### config.mk
export PLATFORM = sky130hd
export DESIGN_NAME = decimal_entry
export DESIGN_NICKNAME = d
export VERILOG_FILES = /design/src/rtl/decimal_entry_pkg.sv /design/src/rtl/decimal_entry_mul10_add.sv /design/src/rtl/decimal_entry.sv
export SDC_FILE = /design/constraint.sdc
export NUM_CORES = 1
export LEC_CHECK = 0
export CAP_MARGIN = 20
export CORE_MARGIN = 5
export CORE_UTILIZATION = 50
export CTS_BUF_LIST = sky130_fd_sc_hd__clkbuf_4 sky130_fd_sc_hd__clkbuf_8 sky130_fd_sc_hd__clkbuf_16
export DETAILED_ROUTE_END_ITERATION = 16
export GPL_TIMING_DRIVEN = 1
export PLACE_DENSITY = 0.75
export SYNTH_ARGS = -nofsm -noshare
export SYNTH_HDL_FRONTEND = slang
export SYNTH_SLANG_ARGS = --single-unit
export TNS_END_PERCENT = 50
### constraint.sdc
create_clock -name clk -period 3.4 [get_ports clk]
set_input_delay 0.68 -clock clk [delete_from_list [all_inputs] [get_ports clk]]
set_output_delay 0.68 -clock clk [all_outputs]
set_load 0.005 [all_outputs]
### src/rtl/decimal_entry_pkg.sv
// Shared key codes, digit width and entry FSM states for the decimal entry editor.
package decimal_entry_pkg;

    localparam int DIGIT_W = 4;

    typedef enum logic [3:0] {
        KEY_DIGIT_0 = 4'h0,
        KEY_DIGIT_9 = 4'h9,
        KEY_BKSP    = 4'hA,
        KEY_CLEAR   = 4'hB,
        KEY_COMMIT  = 4'hC,
        KEY_CANCEL  = 4'hD
    } key_code_e;

    typedef enum logic [1:0] {
        ENTRY_EDIT,
        ENTRY_CONVERT,
        ENTRY_CLAMP
    } entry_state_e;

    function automatic logic is_digit_key(input logic [3:0] code);
        return code <= KEY_DIGIT_9;
    endfunction

endpackage

### src/rtl/decimal_entry_mul10_add.sv
// One decimal accumulate step: out = acc*10 + digit, built from two shifts.
module mul10_add #(
    parameter int W_ACC = 14
) (
    input  logic [W_ACC-1:0] acc,
    input  logic [3:0]       digit,
    output logic [W_ACC-1:0] sum
);

    assign sum = (acc << 3) + (acc << 1) + W_ACC'(digit);

endmodule

### src/rtl/decimal_entry.sv
// Keypad decimal editor: collects digits, converts MSB-first on commit and
// presents a clamped binary option value with a one-cycle valid pulse.
module decimal_entry
    import decimal_entry_pkg::*;
#(
    parameter int DIGITS  = 2,
    parameter int W_OUT   = 8,
    parameter int MIN_VAL = 1,
    parameter int MAX_VAL = 99,
    parameter int W_ACC   = 14
) (
    input  logic                             clk,
    input  logic                             reset,
    input  logic                             key_valid,
    input  logic [3:0]                       key_code,
    output logic                             busy,
    output logic [DIGITS-1:0][DIGIT_W-1:0]   digits_out,
    output logic [2:0]                       digit_count,
    output logic [W_OUT-1:0]                 value_out,
    output logic                             value_valid,
    output logic                             clamped,
    output logic                             cancelled
);

    entry_state_e                  state, state_nxt;
    logic [DIGITS-1:0][DIGIT_W-1:0] digits;
    logic [2:0]                    count;
    logic [2:0]                    idx;
    logic [W_ACC-1:0]              acc;
    logic [W_ACC-1:0]              acc_step;
    logic [W_ACC-1:0]              clamp_in;
    logic [W_OUT:0]                clamp_res;
    logic [DIGIT_W-1:0]            cur_digit;
    logic                          key_acc;
    logic                          commit_go;

    // Result is {hit_bound, value}; compared at full accumulator width.
    function automatic logic [W_OUT:0] clamp_acc(input logic [W_ACC-1:0] a);
        if (a < W_ACC'(MIN_VAL))
            return {1'b1, W_OUT'(MIN_VAL)};
        else if (a > W_ACC'(MAX_VAL))
            return {1'b1, W_OUT'(MAX_VAL)};
        return {1'b0, a[W_OUT-1:0]};
    endfunction

    assign key_acc   = key_valid && (state == ENTRY_EDIT);
    assign commit_go = key_acc && (key_code == KEY_COMMIT);

    always_comb begin
        cur_digit = '0;
        for (int i = 0; i < DIGITS; i++)
            if (idx == 3'(i))
                cur_digit = digits[i];
    end

    mul10_add #(.W_ACC(W_ACC)) u_mul10_add (
        .acc   (acc),
        .digit (cur_digit),
        .sum   (acc_step)
    );

    // The last conversion step is clamped directly so the result is visible in CLAMP.
    assign clamp_in  = (state == ENTRY_CONVERT) ? acc_step : '0;
    assign clamp_res = clamp_acc(clamp_in);

    always_ff @(posedge clk or posedge reset) begin
        if (reset)
            state <= ENTRY_EDIT;
        else
            state <= state_nxt;
    end

    always_comb begin
        state_nxt = state;
        case (state)
            ENTRY_EDIT:
                if (commit_go)
                    state_nxt = (count == 3'd0) ? ENTRY_CLAMP : ENTRY_CONVERT;
            ENTRY_CONVERT:
                if (idx == 3'd0)
                    state_nxt = ENTRY_CLAMP;
            ENTRY_CLAMP:
                state_nxt = ENTRY_EDIT;
            default:
                state_nxt = ENTRY_EDIT;
        endcase
    end

    always_comb begin
        busy        = (state != ENTRY_EDIT);
        digits_out  = digits;
        digit_count = count;
    end

    always_ff @(posedge clk) begin
        if (commit_go)
            acc <= '0;
        else if (state == ENTRY_CONVERT)
            acc <= acc_step;
    end

    always_ff @(posedge clk or posedge reset) begin
        if (reset) begin
            digits      <= '0;
            count       <= 3'd0;
            idx         <= 3'd0;
            value_out   <= W_OUT'(MIN_VAL);
            value_valid <= 1'b0;
            clamped     <= 1'b0;
            cancelled   <= 1'b0;
        end else begin
            value_valid <= 1'b0;
            cancelled   <= 1'b0;
            case (state)
                ENTRY_EDIT: begin
                    if (key_acc) begin
                        if (is_digit_key(key_code)) begin
                            if (count < 3'(DIGITS)) begin
                                for (int i = DIGITS - 1; i > 0; i--)
                                    digits[i] <= digits[i-1];
                                digits[0] <= key_code;
                                count     <= count + 3'd1;
                            end
                        end else if (key_code == KEY_BKSP) begin
                            if (count != 3'd0) begin
                                for (int i = 0; i < DIGITS - 1; i++)
                                    digits[i] <= digits[i+1];
                                digits[DIGITS-1] <= '0;
                                count            <= count - 3'd1;
                            end
                        end else if (key_code == KEY_CLEAR) begin
                            digits <= '0;
                            count  <= 3'd0;
                        end else if (key_code == KEY_CANCEL) begin
                            digits    <= '0;
                            count     <= 3'd0;
                            cancelled <= 1'b1;
                        end else if (key_code == KEY_COMMIT) begin
                            idx <= count - 3'd1;
                            if (count == 3'd0) begin
                                value_out   <= clamp_res[W_OUT-1:0];
                                clamped     <= clamp_res[W_OUT];
                                value_valid <= 1'b1;
                            end
                        end
                    end
                end
                ENTRY_CONVERT: begin
                    idx <= idx - 3'd1;
                    if (idx == 3'd0) begin
                        value_out   <= clamp_res[W_OUT-1:0];
                        clamped     <= clamp_res[W_OUT];
                        value_valid <= 1'b1;
                        digits      <= '0;
                        count       <= 3'd0;
                    end
                end
                default: ;
            endcase
        end
    end

endmodule

==> results of run 1 <==
-- final cells by class --
cell class                      instances  area (sq um)
Fill cell                             451          1700
Multi-Input combinational cell        245          1674
Sequential cell                        40         937.1
Timing Repair Buffer                   59         519.2
Tap cell                               70         87.58
Clock buffer                            6         82.58
Inverter                               18         67.56
Clock inverter                          2         38.79
-- synthesized netlist by cell type, types with 3 or more instances --
cell type	n
nand2_1	48
a21oi_1	33
ha_1	28
dfrtp_1	26
nor2_1	25
inv_1	18
o21ai_0	18
dfxtp_1	13
nand2b_1	9
xor2_1	8
a211oi_1	7
clkbuf_1	7
nor3_1	6
o21a_1	5
or3_1	5
o211ai_1	4
o31ai_1	4
xnor2_1	4
a31oi_1	3
and2_1	3
o21ai_1	3
-- report_power, final --
part / internal (uW) / leakage (uW) / switching [uW]
logic: 871 / 0.00103 / 862
clock network: 240 / 0.0000614 / 171
registers: 637 / 0.000453 / 163
total: 1750 / 0.00155 / 1200
-- per-stage QoR --
stage	setup TNS [ps]	worst slack [ps]	util	instances
final	-1048	-183.9	0.6671	440
after global routing	-2630	-361.0	0.6671	440
after CTS	-273.7	-75.91	0.6548	438
after detailed placement	-1384	-314.3	0.6129	423
after global placement	-313.2	-163.0	0.6129	423
after floorplan	0	11.47	-	313
-- cell usage in the layout (no fill, tap or decap), types with 3 or more instances in the layout --
cell type / synthesis / routed
o21ai_0: 18 / 17
dfrtp_1: 26 / 26
a31oi_1: 3 / 3
nor2_1: 25 / 25
nand2b_1: 9 / 9
o21ai_1: 3 / 4
clkbuf_8: 1 / 6
or3_1: 5 / 5
o211ai_1: 4 / 4
clkdlybuf4s50_1: 0 / 29
inv_1: 18 / 16
buf_4: 0 / 29
xor2_1: 8 / 7
dfxtp_1: 13 / 13
ha_1: 28 / 25
a211oi_1: 7 / 5
a21oi_1: 33 / 31
nor3_1: 6 / 6
nand2_1: 48 / 46
o31ai_1: 4 / 3
o21a_1: 5 / 5
xnor2_1: 4 / 3
-- what timing repair did --
action / in CTS / in global routing
endpoints found under the setup margin: 8 / 9
setup buffers: 7 / 2
resized for setup: 11 / 8
pin swaps: 16 / 7
-- metal layers --
| metal | up-vias | track usage | wire length (microns) |
|---|---|---|---|
| met1 | 1158 | 0.2731 | 2900 |
| met5 | - | 0 | 0 |
| met3 | 10 | 0.03905 | 323 |
| met2 | 65 | 0.3405 | 2976 |
| li1 | 1205 | - | - |
| met4 | 0 | 0.06373 | 110 |
-- state kept, by name, indices dropped and copies added, names as in the netlist --
| signal | cells |
|---|---|
| acc | 13 |
| digits_out | 8 |
| value_out | 8 |
| digit_count | 3 |
| idx | 3 |
| state | 2 |
| cancelled | 1 |
| clamped | 1 |
| value_valid | 1 |
-- path summary, 6_finish.rpt --
check / startpoint / endpoint / slack [ps] / depth (start not counted)
worst min-delay path: acc[12] / acc[12] / 480 / 2
worst min register to register: acc[12] / acc[12] / 480 / 2
max in group asynchronous: reset / value_out[0] / 2350 / 3
worst max register to register: idx[0] / value_out[2] / -180 / 20
min in group asynchronous: reset / value_out[3] / 740 / 3
worst max-delay path: idx[0] / value_out[2] / -180 / 20
-- kinds of logic after synthesis --
| kind of cell | after synthesis | synth area share |
|---|---|---|
| and+or+nand+nor | 114 | 0.2077 |
| DFF | 40 | 0.3543 |
| xor gates and xnor gates | 12 | 0.03973 |
| muxes | 2 | 0.007569 |
| buffers and inverters | 28 | 0.04635 |
| AOI/OAI and AO/OA | 87 | 0.1968 |
| adders and majority gates | 30 | 0.1476 |
-- worst max-delay path: stages, from the launching register on --
cell and delay, ps:
dfrtp_1 400, inv_2 70, ha_4 160, buf_6 110, nand2_2 50, nor2_1 30, a21oi_1 110, nor2_1 60
ha_1 310, ha_4 180, fa_2 400, buf_4 150, a21oi_2 120, nand4b_1 150, a32oi_2 130, xnor2_2 180
o211ai_1 120, nor4_2 290, buf_4 180, and2_4 150, a32o_2 140
==> results.txt, run 1 <==
Synth Register Bits - 40
Max-cap violation count - 0
CTS HTree Levels - 2
Final setup viols - 8
Routed WL per cell - 14.34 microns
DR vias - 2438
Post-Route Skew - 9.841 ps
Cell count after synthesis - 313
# port buffers - 29
Top FF cell, synth - dfrtp_1
WHS - 477.3 ps
First-pass GRT wire length - 10920 microns
Max Fclk - 0.2790 GHz
Post-synthesis sequential area ratio - 0.3543
Min cycle time layout - 3584 ps
Dpl hpwl - 4602 microns
Crit share post-route - 1.054
Core Box Area - 0.005107 sq mm
Hold/Removal Path Class - reg -> reg
Antenna Nets Post-Route - 0
Vias per inst - 5.541
N_diodes - 0
RSZ-0062 raised after global routing - yes
Hold_buf cts - 0
Crit. End Element - flop
Drt drc - 0
Leak pwr - 0.001549 uW
Die area - 0.006844 sq mm
Worst-path maximum fanout - 4
Failing checks - setup timing
CTS max path bufs - 2
Post-route cell area - 0.003407 sq mm
Fraction of registers with async set/reset - 0.6750
Chip height - 82.73 microns
Final-report max-slew violation count - 0
Pwr dens - 864.3 mW/mm^2
Top cells by area, synth - dfrtp_1 (25%), ha_1 (13%), dfxtp_1 (9.8%), nand2_1 (6.8%), a21oi_1 (6.2%)
Netlist cell types - 48
Largest net degree at the start of global routing - 28
DP Area - 0.003131 sq mm
Die Wd - 82.73 microns
Routed WL - 6310 microns
TritonCTS Buffers - 5
Mapped Area - 0.002645 sq mm
Global route total overflow - 0
Total power - 2945 uW
Yosys top cell area share - 0.2460
Worst path required time - 3630 ps
CTS tree - done
Crit Path Class - reg -> reg
P&R area growth vs syn - 28.81%
Startpoint Class - flop
Share of layout cells above drive strength 1 - 0.1784
Starting Density - 0.5179
Routability cong. - 0.8638
Critical path arrival - 3810 ps
Status - complete, but fails checks
Initial DRC Count - 96
Vias in the first global route - 2363
Worst vdd ir - 0.5605 mV
I/O pin count - 30
Site Rows - 26
Syn nets - 350
Mean Syn Cell Area - 8.451 sq um
Nets - 406
Fin. Hold Viols - 0
Final setup margin - -183.9 ps
EDFF count, synth - 0
Largest area contributor in the netlist - dfrtp_1
# clock sinks - 40
Reg clk slew, reported paths - 80 ps
Clock Tree Root - clkbuf_8
Relative slew slack - 0.6191
Initial antenna violation count - 0
Overall Global Routing Usage - 0.2064
Worst skew pair latency - 290 ps
Worst-Margin Slew - 565.4 ps
Router iterations before antenna repair - 4
Synthesis Warnings - 0
(Power assumes the default switching activity.)
==> run 2: changes to the inputs <==
--- a/config.mk
+++ b/config.mk
@@ -8,7 +8,7 @@
 export CAP_MARGIN = 20
 export CORE_MARGIN = 5
 export CORE_UTILIZATION = 50
-export CTS_BUF_LIST = sky130_fd_sc_hd__clkbuf_4 sky130_fd_sc_hd__clkbuf_8 sky130_fd_sc_hd__clkbuf_16
+export CTS_BUF_LIST = sky130_fd_sc_hd__clkbuf_4 sky130_fd_sc_hd__clkbuf_8
 export DETAILED_ROUTE_END_ITERATION = 16
 export GPL_TIMING_DRIVEN = 1
 export PLACE_DENSITY = 0.75
==> results of run 2 <==
No change in the layout: final DEF, timing and power equal those of run 1.
